## config.mk

```make
export PLATFORM = sky130hd
export DESIGN_NAME = ex_muldiv_seq
export DESIGN_NICKNAME = d
export VERILOG_FILES = /design/src/rtl/ex_muldiv_seq.sv
export SDC_FILE = /design/constraint.sdc
export NUM_CORES = 1
export LEC_CHECK = 0
export BUFFER_PORTS_ARGS = -buffer_cell sky130_fd_sc_hd__buf_4
export CAP_MARGIN = 20
export CORE_MARGIN = 1
export CORE_UTILIZATION = 30
export CTS_CLUSTER_SIZE = 16
export DETAILED_ROUTE_END_ITERATION = 8
export MAX_ROUTING_LAYER = met4
export PLACE_DENSITY = 0.51
export SLEW_MARGIN = 20
export SYNTH_ARGS = -nofsm -noshare
export SYNTH_HDL_FRONTEND = slang
export SYNTH_SLANG_ARGS = --single-unit
```

## constraint.sdc

```tcl
create_clock -name clk_i -period 7.6 [get_ports clk_i]
set_input_delay 0.38 -clock clk_i [delete_from_list [all_inputs] [get_ports clk_i]]
set_output_delay 0.38 -clock clk_i [all_outputs]
set_load 0.01 [all_outputs]
```

## src/rtl/ex_muldiv_seq.sv

```systemverilog
// Iterative RV32M multiply/divide sequencer for the execute stage (shift-add MUL, restoring DIV).
// Define MULDIV_FAST_MUL_EN to compute multiplies in a single cycle; divides always iterate.
//
// state  | meaning
// -------+---------------------------------------------------------------
// S_IDLE | waiting for an M-op from EX; accepting one stalls the pipeline
// S_CALC | one multiply/divide iteration per cycle, 32 iterations
// S_DONE | result_o valid, done_o pulses, pipeline released

module ex_muldiv_seq #(
   parameter int XLEN  = 32,
   parameter int CNT_W = 6
) (
   input  logic            clk_i,
   input  logic            rst_ni,
   input  logic            start_i,
   input  logic [2:0]      op_i,
   input  logic [XLEN-1:0] rs1_i,
   input  logic [XLEN-1:0] rs2_i,
   input  logic            flush_i,
   output logic            stall_o,
   output logic            done_o,
   output logic [XLEN-1:0] result_o
);

   localparam logic [2:0] OP_MUL    = 3'd0;
   localparam logic [2:0] OP_MULH   = 3'd1;
   localparam logic [2:0] OP_MULHSU = 3'd2;
   localparam logic [2:0] OP_DIV    = 3'd4;
   localparam logic [2:0] OP_REM    = 3'd6;

   localparam logic [XLEN-1:0] MIN_NEG  = {1'b1, {(XLEN-1){1'b0}}};
   localparam logic [XLEN-1:0] ALL_ONES = {XLEN{1'b1}};
   localparam logic [CNT_W-1:0] LAST_IT = CNT_W'(XLEN-1);

   typedef enum logic [1:0] {
      S_IDLE = 2'd0,
      S_CALC = 2'd1,
      S_DONE = 2'd2
   } state_t;

   state_t              state_q, state_d;
   logic [CNT_W-1:0]    cnt_q, cnt_d;
   logic [2*XLEN-1:0]   acc_q, acc_d;
   logic [XLEN-1:0]     opb_q, opb_d;
   logic [2:0]          op_q, op_d;
   logic                neg_q, neg_d;
   logic                spec_q, spec_d;
   logic [XLEN-1:0]     res_q, res_d;

   logic                is_div_in, sgn1, sgn2, neg_in;
   logic                div_zero, div_ovf;
   logic [XLEN-1:0]     mag1, mag2, spec_res;

   logic [XLEN:0]       mul_sum;
   logic [2*XLEN-1:0]   mul_next;
   logic [XLEN:0]       div_rem, div_sub;
   logic                div_ge;
   logic [2*XLEN-1:0]   div_next;

   logic [2*XLEN-1:0]   prod;
   logic [XLEN-1:0]     quo, rmd, final_res;

   // Operand preparation: magnitudes plus the sign of the eventual result
   always_comb begin
      is_div_in = op_i[2];
      sgn1      = ((op_i == OP_MULH) || (op_i == OP_MULHSU) ||
                   (op_i == OP_DIV)  || (op_i == OP_REM)) && rs1_i[XLEN-1];
      sgn2      = ((op_i == OP_MULH) || (op_i == OP_DIV) || (op_i == OP_REM)) && rs2_i[XLEN-1];
      mag1      = sgn1 ? -rs1_i : rs1_i;
      mag2      = sgn2 ? -rs2_i : rs2_i;
      neg_in    = (op_i == OP_REM) ? sgn1 : (sgn1 ^ sgn2);
      div_zero  = is_div_in && (rs2_i == '0);
      div_ovf   = ((op_i == OP_DIV) || (op_i == OP_REM)) &&
                  (rs1_i == MIN_NEG) && (rs2_i == ALL_ONES);
      // op_i[1] selects the remainder flavour among the divide ops
      if (div_zero) spec_res = op_i[1] ? rs1_i : ALL_ONES;
      else          spec_res = op_i[1] ? '0 : MIN_NEG;
   end

   // Single iteration steps on the shared 64-bit working register
   always_comb begin
      mul_sum  = {1'b0, acc_q[2*XLEN-1:XLEN]} + {1'b0, opb_q};
      mul_next = acc_q[0] ? {mul_sum, acc_q[XLEN-1:1]} : {1'b0, acc_q[2*XLEN-1:1]};
      div_rem  = acc_q[2*XLEN-1:XLEN-1];
      div_ge   = (div_rem >= {1'b0, opb_q});
      div_sub  = div_rem - {1'b0, opb_q};
      div_next = div_ge ? {div_sub[XLEN-1:0], acc_q[XLEN-2:0], 1'b1}
                        : {div_rem[XLEN-1:0], acc_q[XLEN-2:0], 1'b0};
   end

   always_comb begin
      prod = neg_q ? -acc_q : acc_q;
      quo  = neg_q ? -acc_q[XLEN-1:0] : acc_q[XLEN-1:0];
      rmd  = neg_q ? -acc_q[2*XLEN-1:XLEN] : acc_q[2*XLEN-1:XLEN];
      if (spec_q)               final_res = acc_q[XLEN-1:0];
      else if (op_q == OP_MUL)  final_res = prod[XLEN-1:0];
      else if (!op_q[2])        final_res = prod[2*XLEN-1:XLEN];
      else if (op_q[1])         final_res = rmd;
      else                      final_res = quo;
   end

   always_comb begin
      state_d = state_q;
      cnt_d   = cnt_q;
      acc_d   = acc_q;
      opb_d   = opb_q;
      op_d    = op_q;
      neg_d   = neg_q;
      spec_d  = spec_q;
      res_d   = res_q;
      stall_o = 1'b0;
      done_o  = 1'b0;
      case (state_q)
         S_IDLE: begin
            if (start_i && !flush_i) begin
               stall_o = 1'b1;
               op_d    = op_i;
               neg_d   = neg_in;
               cnt_d   = '0;
               spec_d  = 1'b0;
               opb_d   = is_div_in ? mag2 : mag1;
               acc_d   = {{XLEN{1'b0}}, (is_div_in ? mag1 : mag2)};
               state_d = S_CALC;
               if (div_zero || div_ovf) begin
                  spec_d  = 1'b1;
                  acc_d   = {{XLEN{1'b0}}, spec_res};
                  state_d = S_DONE;
               end
`ifdef MULDIV_FAST_MUL_EN
               else if (!is_div_in) begin
                  acc_d   = {{XLEN{1'b0}}, mag1} * {{XLEN{1'b0}}, mag2};
                  state_d = S_DONE;
               end
`endif
            end
         end
         S_CALC: begin
            stall_o = 1'b1;
            acc_d   = op_q[2] ? div_next : mul_next;
            cnt_d   = cnt_q + CNT_W'(1);
            if (cnt_q == LAST_IT) state_d = S_DONE;
            if (flush_i)          state_d = S_IDLE;
         end
         S_DONE: begin
            done_o  = 1'b1;
            res_d   = final_res;
            state_d = S_IDLE;
         end
         default: state_d = S_IDLE;
      endcase
   end

   assign result_o = (state_q == S_DONE) ? final_res : res_q;

   always_ff @(posedge clk_i or negedge rst_ni) begin
      if (!rst_ni) begin
         state_q <= S_IDLE;
         cnt_q   <= '0;
         acc_q   <= '0;
         opb_q   <= '0;
         op_q    <= '0;
         neg_q   <= 1'b0;
         spec_q  <= 1'b0;
         res_q   <= '0;
      end else begin
         state_q <= state_d;
         cnt_q   <= cnt_d;
         acc_q   <= acc_d;
         opb_q   <= opb_d;
         op_q    <= op_d;
         neg_q   <= neg_d;
         spec_q  <= spec_d;
         res_q   <= res_d;
      end
   end

endmodule

```

==> impl_results.html <==
<table>
<tr><th>Metric</th><th>Value</th></tr>
<tr><th colspan="2">Die</th></tr>
<tr><td>Starting Density</td><td>a little under a third</td></tr>
<tr><td>Row count</td><td>83</td></tr>
<tr><td>Number of placed I/O pins</td><td>~110</td></tr>
<tr><td>Chip Height</td><td>between 200 and 250 um</td></tr>
<tr><td>Die width</td><td>about 230 um</td></tr>
<tr><td>Area of the die</td><td>between 50,000 and 60,000 um^2</td></tr>
<tr><td>Core area</td><td>roughly 50,000 um^2</td></tr>
<tr><th colspan="2">GRT</th></tr>
<tr><td>Global-route met1 utilization</td><td>36.8%</td></tr>
<tr><td>Number of antenna violations at the first check in global routing</td><td>3</td></tr>
<tr><td>Wire length of the first global-routing pass</td><td>roughly 100,000 um</td></tr>
<tr><td>GR Overflow Total</td><td>0</td></tr>
<tr><td>Maximum number of pins on one net before global-route repair</td><td>90</td></tr>
<tr><td>Met2 Usage GRT</td><td>between 40% and 50%</td></tr>
<tr><td>Global-route track usage on met3</td><td>under 10%</td></tr>
<tr><td>Most used routing layer</td><td>met2</td></tr>
<tr><td>Vias in the first global route</td><td>between 15,000 and 20,000</td></tr>
<tr><td>Combined global-route utilization of all metal layers</td><td>between 20% and 30%</td></tr>
<tr><th colspan="2">STA</th></tr>
<tr><td>Final cycle utilization of the critical path</td><td>64.8%</td></tr>
<tr><td>Final Hold Slack</td><td>around 42 ps</td></tr>
<tr><td>Setup slack after layout</td><td>around 2700 ps</td></tr>
<tr><td>Finish-stage setup viols</td><td>0</td></tr>
<tr><td>Number of endpoints with negative hold slack in the final report</td><td>0</td></tr>
<tr><td>Setup Skew</td><td>approximately 14 ps</td></tr>
<tr><td>Final count of pins violating max slew</td><td>0</td></tr>
<tr><td>RSZ-0062 raised after global routing</td><td>no</td></tr>
<tr><td>TNS Setup</td><td>0 ps</td></tr>
<tr><td>Relative slew margins</td><td>25.0%</td></tr>
<tr><td>F_max</td><td>around 200 MHz</td></tr>
<tr><td>Final critical-path required period</td><td>a little under 5000 ps</td></tr>
<tr><td>Pin slew with the least headroom to its limit</td><td>between 1000 and 1500 ps</td></tr>
<tr><th colspan="2">Placed design</th></tr>
<tr><td>Port Buffers</td><td>~100</td></tr>
<tr><td>Post-placement worst setup slack</td><td>roughly 3200 ps</td></tr>
<tr><td>Standard cell area after detailed placement</td><td>16,800 um^2</td></tr>
<tr><td>Cell total after placement</td><td>2,783</td></tr>
<tr><td>Gpl congestion</td><td>around 0.99</td></tr>
<tr><td>Final HPWL DP</td><td>52,800 um</td></tr>
<tr><th colspan="2">Synthesis</th></tr>
<tr><td>Mean Syn Cell Area</td><td>roughly 7.3 um^2</td></tr>
<tr><td>Count of flip-flops with a built-in enable after synthesis</td><td>0</td></tr>
<tr><td>Sequential share of the synthesized area</td><td>22.6%</td></tr>
<tr><td>Count of cell types in the netlist</td><td>86</td></tr>
<tr><td>Synthesized netlist net count</td><td>between 2,000 and 2,500</td></tr>
<tr><td>Number of synthesized register bits</td><td>about 140</td></tr>
<tr><td>Number of warnings reported in the yosys synthesis log</td><td>0</td></tr>
<tr><td>Dominant register cell in the synthesized netlist</td><td>dfrtp_1</td></tr>
<tr><td>Async S/R FF share, synth</td><td>100%</td></tr>
<tr><td>Post-synthesis cell count</td><td>about 2,100</td></tr>
<tr><td>Netlist area before placement</td><td>approximately 16,000 um^2</td></tr>
<tr><th colspan="2">Detailed routing</th></tr>
<tr><td>Overall routed net length</td><td>69,100 um</td></tr>
<tr><td>Number of search-and-repair iterations in the first detailed-routing pass</td><td>5</td></tr>
<tr><td>Routed wirelength normalized by instance count</td><td>24.6 um</td></tr>
<tr><td>Vias</td><td>16,900</td></tr>
<tr><td>Violation count after the first detailed-route iteration</td><td>around 1,900</td></tr>
<tr><td>Average via count per standard cell</td><td>around 6.0</td></tr>
<tr><td>Number of routed nets with antenna violations</td><td>0</td></tr>
<tr><td>Post-detailed-route DRC marker count</td><td>0</td></tr>
<tr><th colspan="2">Worst setup path</th></tr>
<tr><td>Dominant delay contributor by cell family on the critical path</td><td>compound AO/OA/AOI/OAI gates</td></tr>
<tr><td>Cell depth of the worst flop-to-flop path</td><td>13</td></tr>
<tr><td>Worst flop-to-flop path endpoint</td><td>acc_q[62]</td></tr>
<tr><td>Beginning of the critical path</td><td>acc_q[0]</td></tr>
<tr><td>Worst setup path endpoint</td><td>result_o[26]</td></tr>
<tr><td>CP arrival</td><td>4540 ps</td></tr>
<tr><td>CP Launch Type</td><td>flip-flop</td></tr>
<tr><td>CP Depth</td><td>13</td></tr>
<tr><td>Crit path top cell by count</td><td>buf_4</td></tr>
<tr><td>Worst Setup Path Type</td><td>flip-flop to output pin</td></tr>
<tr><td>Reg-to-reg slack, setup</td><td>3550 ps</td></tr>
<tr><td>Highest cell delay on the worst timing path</td><td>580 ps</td></tr>
<tr><td>CP Buf/Inv Count</td><td>4</td></tr>
<tr><td>Worst setup EP type</td><td>output pin</td></tr>
<tr><td>Launch point of the worst reg-to-reg path</td><td>acc_q[31]</td></tr>
<tr><td>Sequence of cells on the critical path</td><td>buf_4 -&gt; clkinv_1 -&gt; buf_4 -&gt; ha_1 -&gt; nand4_1 -&gt; nand2b_2 -&gt; o41a_1 -&gt; o21bai_1 -&gt; a21oi_1 -&gt; xnor2_1 -&gt; o21ai_0 -&gt; o41ai_1 -&gt; buf_4</td></tr>
<tr><td>Critical-path maximum fanout</td><td>45</td></tr>
<tr><td>Max stage delay cell, worst path</td><td>o41ai_1</td></tr>
<tr><td>Worst Path Required</td><td>slightly above 7000 ps</td></tr>
<tr><th colspan="2">Clock network</th></tr>
<tr><td>Count of hold-fix buffers inserted at cts</td><td>0</td></tr>
<tr><td>Number of setup buffers added after CTS</td><td>0</td></tr>
<tr><td>Root Buffer Master</td><td>clkbuf_16</td></tr>
<tr><td>Number of buffers between clock root and the deepest sink</td><td>2</td></tr>
<tr><td>Clock transition at path regs</td><td>roughly 70 ps</td></tr>
<tr><td>TritonCTS clock tree</td><td>yes</td></tr>
<tr><td>CTS H-Tree Depth</td><td>4</td></tr>
<tr><td>Cts bufs inserted</td><td>17</td></tr>
<tr><td>TritonCTS Sinks</td><td>approximately 140</td></tr>
<tr><td>Resized Gates After CTS</td><td>0</td></tr>
<tr><td>Insertion delay of the later-clocked pin in the worst-skew pair</td><td>~460 ps</td></tr>
<tr><th colspan="2">Pwr</th></tr>
<tr><td>VDD IR-drop max</td><td>207 uV</td></tr>
<tr><td>Total power density per cell area</td><td>359 nW/um^2</td></tr>
<tr><td>Static power due to leakage</td><td>0.00710 uW</td></tr>
<tr><th colspan="2">Job</th></tr>
<tr><td>Number of max-cap violations</td><td>0</td></tr>
<tr><th colspan="2">Layout</th></tr>
<tr><td>Commonest non-fill, non-tap cell in the layout</td><td>nand2_1</td></tr>
<tr><td>Area added between synthesis and finish</td><td>11.3%</td></tr>
<tr><td>Most frequent cells in the layout</td><td>nand2_1 (250), a21oi_1 (187), o21ai_0 (176)</td></tr>
<tr><td>Non-Filler Cell Area, Final</td><td>about 17,000 um^2</td></tr>
<tr><td>Ratio of cells with drive above 1 in the final layout</td><td>under 10%</td></tr>
<tr><td>Filler-free cell count of the finished design</td><td>between 2,000 and 3,000</td></tr>
<tr><td>NumNets Final</td><td>around 2,300</td></tr>
<tr><td>Ant. Diodes</td><td>0</td></tr>
<tr><th colspan="2">Run status</th></tr>
<tr><td>Result of the run</td><td>finished clean</td></tr>
<tr><th colspan="2">Hold path</th></tr>
<tr><td>Type of the worst min-delay path</td><td>input port to async pin</td></tr>
</table>
[sequential cells by signal (all words and copies together) (netlist names)]
register and count:
acc_q 64, opb_q 32, res_q 32, cnt_q 6
op_q 3, state_q 2, neg_q 1, spec_q 1
[worst min-delay path by stage]
stage	startpoint	end	slack, ps	depth (start not counted)
final	rst_ni	res_q[20]	40	1
after global routing	rst_ni	res_q[20]	110	1
after CTS	rst_ni	res_q[16]	80	1
after detailed placement	cnt_q[5]	cnt_q[5]	470	1
after global placement	cnt_q[4]	cnt_q[4]	470	1
after floorplan	rst_ni	acc_q[0]	80	0
[worst register-to-register path, delay by kind of cell (launching register included)]
kind	cells	cell delay, ps
AOI/OAI and AO/OA	8	2290
xor gates and xnor gates	1	160
adders and majority gates	2	650
buffers and inverters	2	340
DFF	1	490
[Yosys cell counts (12+ instances only)]
library cell  count  share of area (%)
a211oi_1         49                2.4
a21o_1           26                1.3
a21oi_1         187                6.0
a221oi_1         12               0.67
a31oi_1          47                1.9
and3_1           14               0.56
buf_1            18               0.43
clkbuf_1        147                3.5
dfrtp_1         141                 23
ha_1             70                5.6
inv_1            80                1.9
mux2i_1          47                3.0
nand2_1         250                6.0
nand2b_1         15               0.60
nand3_1          63                2.0
nand4_1          29                1.2
nor2_1          159                3.8
nor2b_1          23               0.92
nor3_1           69                2.2
nor4_1           20               0.80
o211ai_1         45                2.2
o21ai_0         177                5.7
o221ai_1         15               0.84
o22ai_1          15               0.60
o31ai_1          30                1.4
o41ai_1          15               0.84
or3_1            18               0.72
or4_1            15               0.72
xnor2_1          95                5.3
xor2_1           72                4.0
[routing by layer]
layer	part of all wire, %	wire length [um]
met5	0	0
met1	46	31800
met4	2.8	1960
met2	44	30700
met3	6.7	4640
[power breakdown]
part	internal (uW)	switching (uW)	leakage, uW
combinational	1480	2340	0.00505
sequential	937	606	0.00177
clock	463	407	0.000275
[stage by stage]
stage	util [%]	total power [uW]
CTS	33.8	6160
floorplan	-	4070
finish	33.8	6240
global route	33.8	6670
global placement	32.7	5270
detailed placement	32.7	5280
[layout make-up]
class / instances / area [um^2]
fill: 5609 / 34000
sequential: 141 / 3530
timing repair buffer: 131 / 987
multi-input combinational: 1747 / 11100
inverter: 84 / 315
tap: 680 / 851
clock buffer: 18 / 429
clock inverter: 14 / 150
[kinds of logic after synthesis]
group / after synthesis / synth area share, %
xor gates and xnor gates: 167 / 9.37
buffers and inverters: 261 / 6.46
muxes: 54 / 3.59
DFF: 141 / 22.6
and+or+nand+nor: 731 / 22.5
AOI/OAI and AO/OA: 723 / 29.6
adders and majority gates: 72 / 5.87
Note: power is estimated with default switching activity, not from simulation.
